===== src/rtl/fifo_credit_based_vc.sv =====
// Multi-VC input buffer for the credit-based router: one first-word-fall-through queue
// per virtual channel, per-VC credit return, and sticky overflow / packet-framing flags.
module fifo_credit_based_vc #(
  parameter int  DATA_WIDTH = 32,
  parameter int  FIFO_DEPTH = 4,
  parameter int  NUM_VC     = 2,
  parameter int  NUM_OUT    = 5,
  localparam int VCW        = (NUM_VC > 1) ? $clog2(NUM_VC) : 1
) (
  input  logic                         clk,
  input  logic                         reset,
  input  logic [DATA_WIDTH-1:0]        RX,
  input  logic                         valid_in,
  input  logic [VCW-1:0]               vc_in,
  input  logic [NUM_VC*NUM_OUT-1:0]    read_en,
  output logic [NUM_VC-1:0]            credit_out,
  output logic [NUM_VC-1:0]            empty_out,
  output logic [NUM_VC-1:0]            full_out,
  output logic [NUM_VC*DATA_WIDTH-1:0] Data_out,
  output logic [NUM_VC-1:0]            overflow_err,
  output logic [NUM_VC-1:0]            pkt_err
);

  localparam int              PTRW        = (FIFO_DEPTH > 1) ? $clog2(FIFO_DEPTH) : 1;
  localparam int              CNTW        = $clog2(FIFO_DEPTH + 1);
  localparam logic [PTRW-1:0] PTR_LAST    = PTRW'(FIFO_DEPTH - 1);
  localparam logic [CNTW-1:0] CNT_FULL    = CNTW'(FIFO_DEPTH);
  localparam logic [2:0]      FLIT_HEADER = 3'b001;
  localparam logic [2:0]      FLIT_BODY   = 3'b010;
  localparam logic [2:0]      FLIT_TAIL   = 3'b100;

  typedef enum logic {
    ST_IDLE   = 1'b0,
    ST_IN_PKT = 1'b1
  } frame_state_t;

  // Pointers wrap explicitly so depths that are not powers of two work.
  function automatic logic [PTRW-1:0] ptr_inc(input logic [PTRW-1:0] ptr);
    logic [PTRW-1:0] nxt;
    if (ptr == PTR_LAST) begin
      nxt = '0;
    end else begin
      nxt = ptr + PTRW'(1);
    end
    return nxt;
  endfunction

  logic [DATA_WIDTH-1:0] r_mem    [NUM_VC][FIFO_DEPTH];
  logic [PTRW-1:0]       r_rd_ptr [NUM_VC];
  logic [PTRW-1:0]       r_wr_ptr [NUM_VC];
  logic [CNTW-1:0]       r_count  [NUM_VC];
  frame_state_t          r_state  [NUM_VC];
  frame_state_t          w_state_nxt [NUM_VC];
  logic [NUM_VC-1:0]     r_credit;
  logic [NUM_VC-1:0]     r_ovf;
  logic [NUM_VC-1:0]     r_pkt;

  logic [NUM_VC-1:0]     w_empty;
  logic [NUM_VC-1:0]     w_full;
  logic [NUM_VC-1:0]     w_pop;
  logic [NUM_VC-1:0]     w_wr_sel;
  logic [NUM_VC-1:0]     w_push;
  logic [NUM_VC-1:0]     w_drop;
  logic [NUM_VC-1:0]     w_frame_err;
  logic                  w_vc_ok;
  logic [2:0]            w_flit_type;

  assign w_flit_type = RX[DATA_WIDTH-1 -: 3];
  assign w_vc_ok     = ({1'b0, vc_in} < (VCW + 1)'(NUM_VC));

  // Queue status decoded from the registered occupancy.
  always_comb begin
    w_empty = '0;
    w_full  = '0;
    for (int v = 0; v < NUM_VC; v++) begin
      w_empty[v] = (r_count[v] == '0);
      w_full[v]  = (r_count[v] == CNT_FULL);
    end
  end

  // Pop requests (any arbiter) and write steering.
  always_comb begin
    w_pop    = '0;
    w_wr_sel = '0;
    for (int v = 0; v < NUM_VC; v++) begin
      w_pop[v]    = (|read_en[v*NUM_OUT +: NUM_OUT]) & ~w_empty[v];
      w_wr_sel[v] = valid_in & w_vc_ok & (vc_in == VCW'(v));
    end
  end

  // A full VC still takes a write when the same VC pops this cycle.
  always_comb begin
    w_push = '0;
    w_drop = '0;
    for (int v = 0; v < NUM_VC; v++) begin
      w_push[v] = w_wr_sel[v] & (~w_full[v] | w_pop[v]);
      w_drop[v] = w_wr_sel[v] & w_full[v] & ~w_pop[v];
    end
  end

  // Framing next-state and violation detection, advanced only by accepted writes.
  always_comb begin
    w_frame_err = '0;
    for (int v = 0; v < NUM_VC; v++) begin
      w_state_nxt[v] = r_state[v];
      if (w_push[v]) begin
        case (w_flit_type)
          FLIT_HEADER: begin
            if (r_state[v] == ST_IDLE) begin
              w_state_nxt[v] = ST_IN_PKT;
            end else begin
              w_frame_err[v] = 1'b1;
            end
          end
          FLIT_BODY: begin
            if (r_state[v] == ST_IDLE) begin
              w_frame_err[v] = 1'b1;
            end else begin
              w_state_nxt[v] = ST_IN_PKT;
            end
          end
          FLIT_TAIL: begin
            if (r_state[v] == ST_IN_PKT) begin
              w_state_nxt[v] = ST_IDLE;
            end else begin
              w_frame_err[v] = 1'b1;
            end
          end
          default: begin
            w_frame_err[v] = 1'b1;
          end
        endcase
      end else begin
        w_state_nxt[v] = r_state[v];
      end
    end
  end

  // Framing state registers.
  always_ff @(posedge clk or negedge reset) begin
    if (!reset) begin
      for (int v = 0; v < NUM_VC; v++) begin
        r_state[v] <= ST_IDLE;
      end
    end else begin
      for (int v = 0; v < NUM_VC; v++) begin
        r_state[v] <= w_state_nxt[v];
      end
    end
  end

  // Read/write pointers and occupancy per VC.
  always_ff @(posedge clk or negedge reset) begin
    if (!reset) begin
      for (int v = 0; v < NUM_VC; v++) begin
        r_rd_ptr[v] <= '0;
        r_wr_ptr[v] <= '0;
        r_count[v]  <= '0;
      end
    end else begin
      for (int v = 0; v < NUM_VC; v++) begin
        if (w_pop[v]) begin
          r_rd_ptr[v] <= ptr_inc(r_rd_ptr[v]);
        end
        if (w_push[v]) begin
          r_wr_ptr[v] <= ptr_inc(r_wr_ptr[v]);
        end
        if (w_push[v] && !w_pop[v]) begin
          r_count[v] <= r_count[v] + CNTW'(1);
        end else if (w_pop[v] && !w_push[v]) begin
          r_count[v] <= r_count[v] - CNTW'(1);
        end else begin
          r_count[v] <= r_count[v];
        end
      end
    end
  end

  // Credit pulses and sticky error flags.
  always_ff @(posedge clk or negedge reset) begin
    if (!reset) begin
      r_credit <= '0;
      r_ovf    <= '0;
      r_pkt    <= '0;
    end else begin
      r_credit <= w_pop;
      r_ovf    <= r_ovf | w_drop;
      r_pkt    <= r_pkt | w_frame_err;
    end
  end

  // Flit storage; contents are deliberately left unreset.
  always_ff @(posedge clk) begin
    for (int v = 0; v < NUM_VC; v++) begin
      if (w_push[v]) begin
        r_mem[v][r_wr_ptr[v]] <= RX;
      end
    end
  end

  // Head flit of every VC presented with zero latency.
  always_comb begin
    Data_out = '0;
    for (int v = 0; v < NUM_VC; v++) begin
      Data_out[v*DATA_WIDTH +: DATA_WIDTH] = r_mem[v][r_rd_ptr[v]];
    end
  end

  assign empty_out    = w_empty;
  assign full_out     = w_full;
  assign credit_out   = r_credit;
  assign overflow_err = r_ovf;
  assign pkt_err      = r_pkt;

  fifo_credit_based_vc_chk #(
    .NUM_VC (NUM_VC)
  ) u_chk (
    .clk          (clk),
    .reset        (reset),
    .empty_out    (w_empty),
    .full_out     (w_full),
    .credit_out   (r_credit),
    .pop          (w_pop),
    .overflow_err (r_ovf),
    .pkt_err      (r_pkt)
  );

endmodule

// Invariant checker for the VC buffer; holds no design state.
module fifo_credit_based_vc_chk #(
  parameter int NUM_VC = 2
) (
  input logic              clk,
  input logic              reset,
  input logic [NUM_VC-1:0] empty_out,
  input logic [NUM_VC-1:0] full_out,
  input logic [NUM_VC-1:0] credit_out,
  input logic [NUM_VC-1:0] pop,
  input logic [NUM_VC-1:0] overflow_err,
  input logic [NUM_VC-1:0] pkt_err
);

  for (genvar v = 0; v < NUM_VC; v++) begin : g_vc
    a_not_empty_and_full: assert property (@(posedge clk) disable iff (!reset)
      !(empty_out[v] && full_out[v]));
    a_credit_follows_pop: assert property (@(posedge clk) disable iff (!reset)
      credit_out[v] |-> $past(pop[v]));
    a_ovf_sticky: assert property (@(posedge clk) disable iff (!reset)
      $past(overflow_err[v]) |-> overflow_err[v]);
    a_pkt_sticky: assert property (@(posedge clk) disable iff (!reset)
      $past(pkt_err[v]) |-> pkt_err[v]);
  end

endmodule


===== config.mk =====
export PLATFORM = sky130hd
export DESIGN_NAME = fifo_credit_based_vc
export DESIGN_NICKNAME = d
export VERILOG_FILES = /design/src/rtl/fifo_credit_based_vc.sv
export SDC_FILE = /design/constraint.sdc
export NUM_CORES = 1
export LEC_CHECK = 0
export ABC_AREA = 1
export CAP_MARGIN = 20
export CORE_MARGIN = 3
export CORE_UTILIZATION = 55
export CTS_BUF_LIST = sky130_fd_sc_hd__clkbuf_16
export DETAILED_ROUTE_END_ITERATION = 8
export MAX_ROUTING_LAYER = met4
export PLACE_DENSITY = 0.78
export SETUP_SLACK_MARGIN = 0.05
export SYNTH_ARGS = -nofsm -noshare
export SYNTH_HDL_FRONTEND = slang
export SYNTH_SLANG_ARGS = --single-unit

===== constraint.sdc =====
create_clock -name clk -period 3.2 [get_ports clk]
set_input_delay 0.32 -clock clk [delete_from_list [all_inputs] [get_ports clk]]
set_output_delay 0.32 -clock clk [all_outputs]
set_load 0.03 [all_outputs]

==> flow_summary.toml, run 1 <==
[setup_path]
crit_slowest_cell = "clkdlybuf4s50_1"
endpoint = "Data_out[44]"
cp-startpoint = "r_rd_ptr[0]"
cp_data_required_time_ps = 2880
cp-start-kind = "flip-flop"
slowest_delay_ps = 690
worstPathMaxFanout = 27
crit_family = "buffers and inverters"
crit_arrival_ps = 2650
crit_buf_inv = 3
cp.depth = 5
rr_worst_depth = 9
reg2reg_slack_ps = 1050
end_kind = "output port"
path_cells = "inv_2 -> buf_4 -> nor2_1 -> o22ai_1 -> clkdlybuf4s50_1"
worstSetupPathType = "reg -> out"
reg2reg_from = "r_count[3]"
r2r-end = "r_count[4]"

[timing]
rsz0062_at_grt = "false"
maxSlewViolCount = 0
clock_skew_ps = 11.8
setup_tns_ps = 0
worst_pin_slew_ps = 562
slew_headroom = 0.625
hold_viol_final = 0
period_share = 0.927
min_period_ps = 2970
setup_viol_count_final = 0
max_freq_mhz = 337

[global_routing]
antenna_found_initial = 0
grt_max_degree = 67
grt_pass1_vias = 6803
grt_pass1_wl_mm = 37.0
grt-ovfl-total = 0
track_usage = 0.226

[clocking]
cts_max_level = 1
ctsRootBufferMaster = "clkbuf_16"
tritoncts = "built"
cts_made_buffers = 27
worst_skew_pair.late_latency_ps = 520
clock-sinks = 278
clk_pin_slew_ps = 60
cts_buffer_depth = 3

[floorplan]
die_y_um = 146
row_count = 50
dieArea_sq_um = 21400
start_util = 0.569
core-area_sq_um = 19000
io_pins = 120
die_width_um = 146

[drt]
vias_per_cell = 5.64
dr.pass1.iters = 5
drc = 0
wl_met1_mm = 9.78
routed_wirelength_mm = 23.8
wl_per_cell_um = 19.8
ant_nets = 0
wl_met2_mm = 11.9
dr.max_layer_used = "met4"
drt-initial-drc-count = 619
vias = 6800
wl_met3_mm = 1.62

[placed_design]
dp.final_hpwl_mm = 14.4
port_buffers = 119
finalWeightedCongestion = 0.746
placed_area_sq_um = 12400
dp_cells = 1159

[logic_synthesis]
syn_inst = 792
synth_area_sq_um = 10800
ys_seq_elements = 278
synth_area_per_cell_sq_um = 13.7
synth-edff-count = 256
async_flop_share = 0.0791
ys.flop_type = "edfxtp_1"
ys_types = 25
yosysWarnings = 0
synth_seq_area_share = 0.762
synth_fp_nets = 852

[finish]
fin_area_sq_um = 13200
fin_nets = 988
syn_to_final_growth_pct = 22.4
drive_above_1_share = 0.110
final_common_cell = "edfxtp_1"
instances_no_fill = 1205
final_cell_mix = "edfxtp_1 (256), nor2_1 (141), clkdlybuf4s50_1 (98)"
diodes = 0

[min_path]
worstHoldPathType = "in -> async"

[status]
status = "completed"

[power_and_ir_drop]
vdd_drop_max_v = 0.000803
powerDensity_nw_per_um2 = 979
p_leak_nw = 4.68

[run]
max_cap_violations = 0
==> through the flow <==
stage,hold WS (ps),setup slack (ps),power (mW),utilization
after floorplan,24.4,623,7.93,-
after global placement,455,743,9.95,0.653
after detailed placement,455,645,10.1,0.653
after CTS,150,170,13.0,0.696
after global routing,165,63.2,13.6,0.696
final,153,232,13.0,0.696
==> final cells by class <==
class	count	area [sq um]
Clock buffer	27	676
Tap cell	260	325
Sequential cell	278	8240
Multi-Input combinational cell	425	2190
Clock inverter	19	139
Fill cell	1303	5780
Timing Repair Buffer	147	1480
Inverter	49	184
==> sequential cells by signal, indices dropped and copies added (netlist names) <==
register      count
r_wr_ptr          4
r_count           6
credit_out        2
overflow_err      2
pkt_err           2
r_mem           256
r_state           2
r_rd_ptr          4
==> cell usage after synthesis, types with 2 or more instances <==
cell type | instances | area, sq um
clkbuf_1 | 16 | 60.1
inv_2 | 4 | 15.0
inv_1 | 45 | 169
xor2_1 | 2 | 17.5
dfrtp_1 | 22 | 551
nand2_1 | 38 | 143
edfxtp_1 | 256 | 7690
nor2_1 | 149 | 559
nor3_2 | 2 | 20.0
buf_2 | 10 | 50.1
o22ai_1 | 64 | 400
o21ai_1 | 43 | 215
ha_1 | 12 | 150
nand3_1 | 10 | 50.1
fa_1 | 2 | 40.0
o21ai_0 | 92 | 460
xnor2_1 | 2 | 17.5
buf_4 | 2 | 15.0
a21oi_1 | 4 | 20.0
buf_6 | 12 | 135
==> metal layers <==
metal,track usage,vias to the layer above
met2,0.373,275
met4,0.0602,0
met3,0.0428,46
met5,-,-
met1,0.291,3338
li1,-,3141
==> where the power goes <==
| group | total, mW | switching, mW | internal [mW] |
|---|---|---|---|
| Sequential | 4.57 | 0.188 | 4.38 |
| Clock | 2.92 | 1.24 | 1.68 |
| Combinational | 5.47 | 3.51 | 1.95 |
| Total | 13.0 | 4.94 | 8.02 |
==> how the worst min path moves through the flow <==
stage | from | to | slack (ps)
after floorplan | reset | credit_out[0] | 20
after global placement | pkt_err[1] | pkt_err[1] | 450
after detailed placement | pkt_err[1] | pkt_err[1] | 450
after CTS | reset | r_state[0] | 150
after global routing | reset | pkt_err[0] | 170
final | reset | r_state[0] | 150
==> logic make-up after synthesis <==
family / share of synthesized area
XOR/XNOR: 0.00324
adder cells (fa/ha/maj): 0.0176
flip-flops: 0.762
AND/OR/NAND/NOR: 0.0737
AO/OA/AOI/OAI: 0.103
buffers and inverters: 0.0411
==> what timing repair did <==
action	CTS	global route
setup endpoints to repair	0	2
resized for setup	0	1
setup buffers	0	0
hold buffers	0	0
Note: power is estimated with default switching activity, not from simulation.
==> run 2: changes to the inputs <==
Settings changed: CORE_UTILIZATION 55 to 56, PLACE_DENSITY 0.78 to 0.79.
==> flow_summary.toml, run 2 (same netlist as run 1, synthesis figures left out) <==
[run]
max_cap_violations = 0

[finish]
syn_to_final_growth_pct = 22.6
final_cell_mix = "edfxtp_1 (256), nor2_1 (141), clkdlybuf4s50_1 (107)"
drive_above_1_share = 0.101
largest_reg_flops = 256
fin_nets = 986
postLayoutCoreUtil = 0.705
fin_area_sq_um = 13300
final_common_cell = "edfxtp_1"

[timing]
clock_skew_ps = 14.3
period_share = 0.915
hold_viol_final = 0
maxSlewViolCount = 0
slew_headroom = 0.570
setup_tns_ps = 0
setup_ws_ps = 273
max_freq_mhz = 342
rsz0062_at_grt = "false"
setup_viol_count_final = 0
worst_pin_slew_ps = 645
min_period_ps = 2930

[clocking]
cts_max_level = 1
postCtsHoldBufs = 0
clk_pin_slew_ps = 60
cts_resized = 0
cts_buffer_depth = 3
cts_setup_buffers = 0
ctsRootBufferMaster = "clkbuf_16"
clock-sinks = 278
cts_made_buffers = 27
tritoncts = "built"
worst_skew_pair.late_latency_ps = 530

[global_routing]
antenna_found_initial = 1
grt-ovfl-total = 0
grt_pass1_vias = 6743
grt_pass1_wl_mm = 35.8
track_usage = 0.221
grt_max_degree = 67

[power_and_ir_drop]
cellInternalPower_mw = 8.16
combPwrFrac = 0.412
p_leak_nw = 4.66
vdd_drop_max_v = 0.000545
pwr-share-seq = 0.349
p_sw_mw = 4.88
powerDensity_nw_per_um2 = 983
p_sw_frac = 0.375
clockPowerShare = 0.239

[drt]
wl_per_cell_um = 18.8
dr.pass1.iters = 5
wl_met1_mm = 9.07
wl_met2_mm = 11.4
drt-initial-drc-count = 581
vias_per_cell = 5.58
drc = 0
routed_wirelength_mm = 22.7
vias = 6741
wl_met3_mm = 1.66
dr.max_layer_used = "met4"
ant_nets = 0

[setup_path]
cp-start-kind = "flip-flop"
reg2reg_from = "r_count[5]"
worstPathMaxFanout = 66
cp_data_required_time_ps = 2880
reg2reg_slack_ps = 1020
crit_arrival_ps = 2610
rr_worst_depth = 11
end_kind = "output port"
worstSetupPathType = "reg -> out"
r2r-end = "r_count[5]"

[floorplan]
start_util = 0.574
row_count = 50
io_pins = 120
die_y_um = 145
dieArea_sq_um = 21000
die_width_um = 145
core-area_sq_um = 18800

[status]
status = "completed"

[placed_design]
placed_area_sq_um = 12400
port_buffers = 119
dp.final_hpwl_mm = 13.8
finalWeightedCongestion = 0.801
dp_slack_ps = 653

[min_path]
worstHoldPathType = "in -> async"
-- run 2: worst max path at each step --
stage | from | end | slack [ps] | cells after the start
2_1_floorplan | r_count[2] | r_mem[0][128] | 620 | 5
3_3_place_gp | valid_in | r_count[5] | 760 | 11
3_5_place_dp | read_en[1] | r_count[4] | 650 | 12
4_1_cts | r_rd_ptr[2] | Data_out[24] | 260 | 4
5_1_grt | r_rd_ptr[2] | Data_out[24] | 120 | 4
6_report | r_rd_ptr[2] | Data_out[24] | 270 | 4
-- run 2: stage by stage --
| stage | total power [mW] | cells | hold slack (ps) |
|---|---|---|---|
| after floorplan | 7.93 | 792 | 24.4 |
| after global placement | 9.88 | 1157 | 454 |
| after detailed placement | 9.99 | 1157 | 456 |
| after CTS | 13.1 | 1207 | 160 |
| after global routing | 13.7 | 1208 | 189 |
| final | 13.0 | 1208 | 150 |
-- run 2: cell type report --
| class | instances | area [sq um] |
|---|---|---|
| Inverter | 49 | 184 |
| Fill cell | 1207 | 5560 |
| Clock inverter | 23 | 213 |
| Clock buffer | 27 | 676 |
| Timing Repair Buffer | 145 | 1430 |
| Sequential cell | 278 | 8240 |
| Tap cell | 260 | 325 |
| Antenna cell | 1 | 2.50 |
| Multi-Input combinational cell | 425 | 2190 |
-- run 2: critical path, cell delays in order (launching register included) --
cell	delay [ps]
dfrtp_2	370
buf_4	530
o21ai_0	190
o22ai_1	250
clkdlybuf4s50_1	720
-- run 2: power by group through the flow --
stage               sequential [mW]  combinational (mW)  clock [mW]
floorplan                      4.62                3.31           0
global placement               4.61                5.27           0
detailed placement             4.62                5.37           0
CTS                            4.55                5.41        3.16
global route                   4.59                5.75        3.32
finish                         4.56                5.37        3.12
-- run 2: layer usage --
metal  GRT usage  vias up
met3      0.0428       45
met4      0.0741        0
li1            -     3141
met5           -        -
met1       0.283     3260
met2       0.361      295
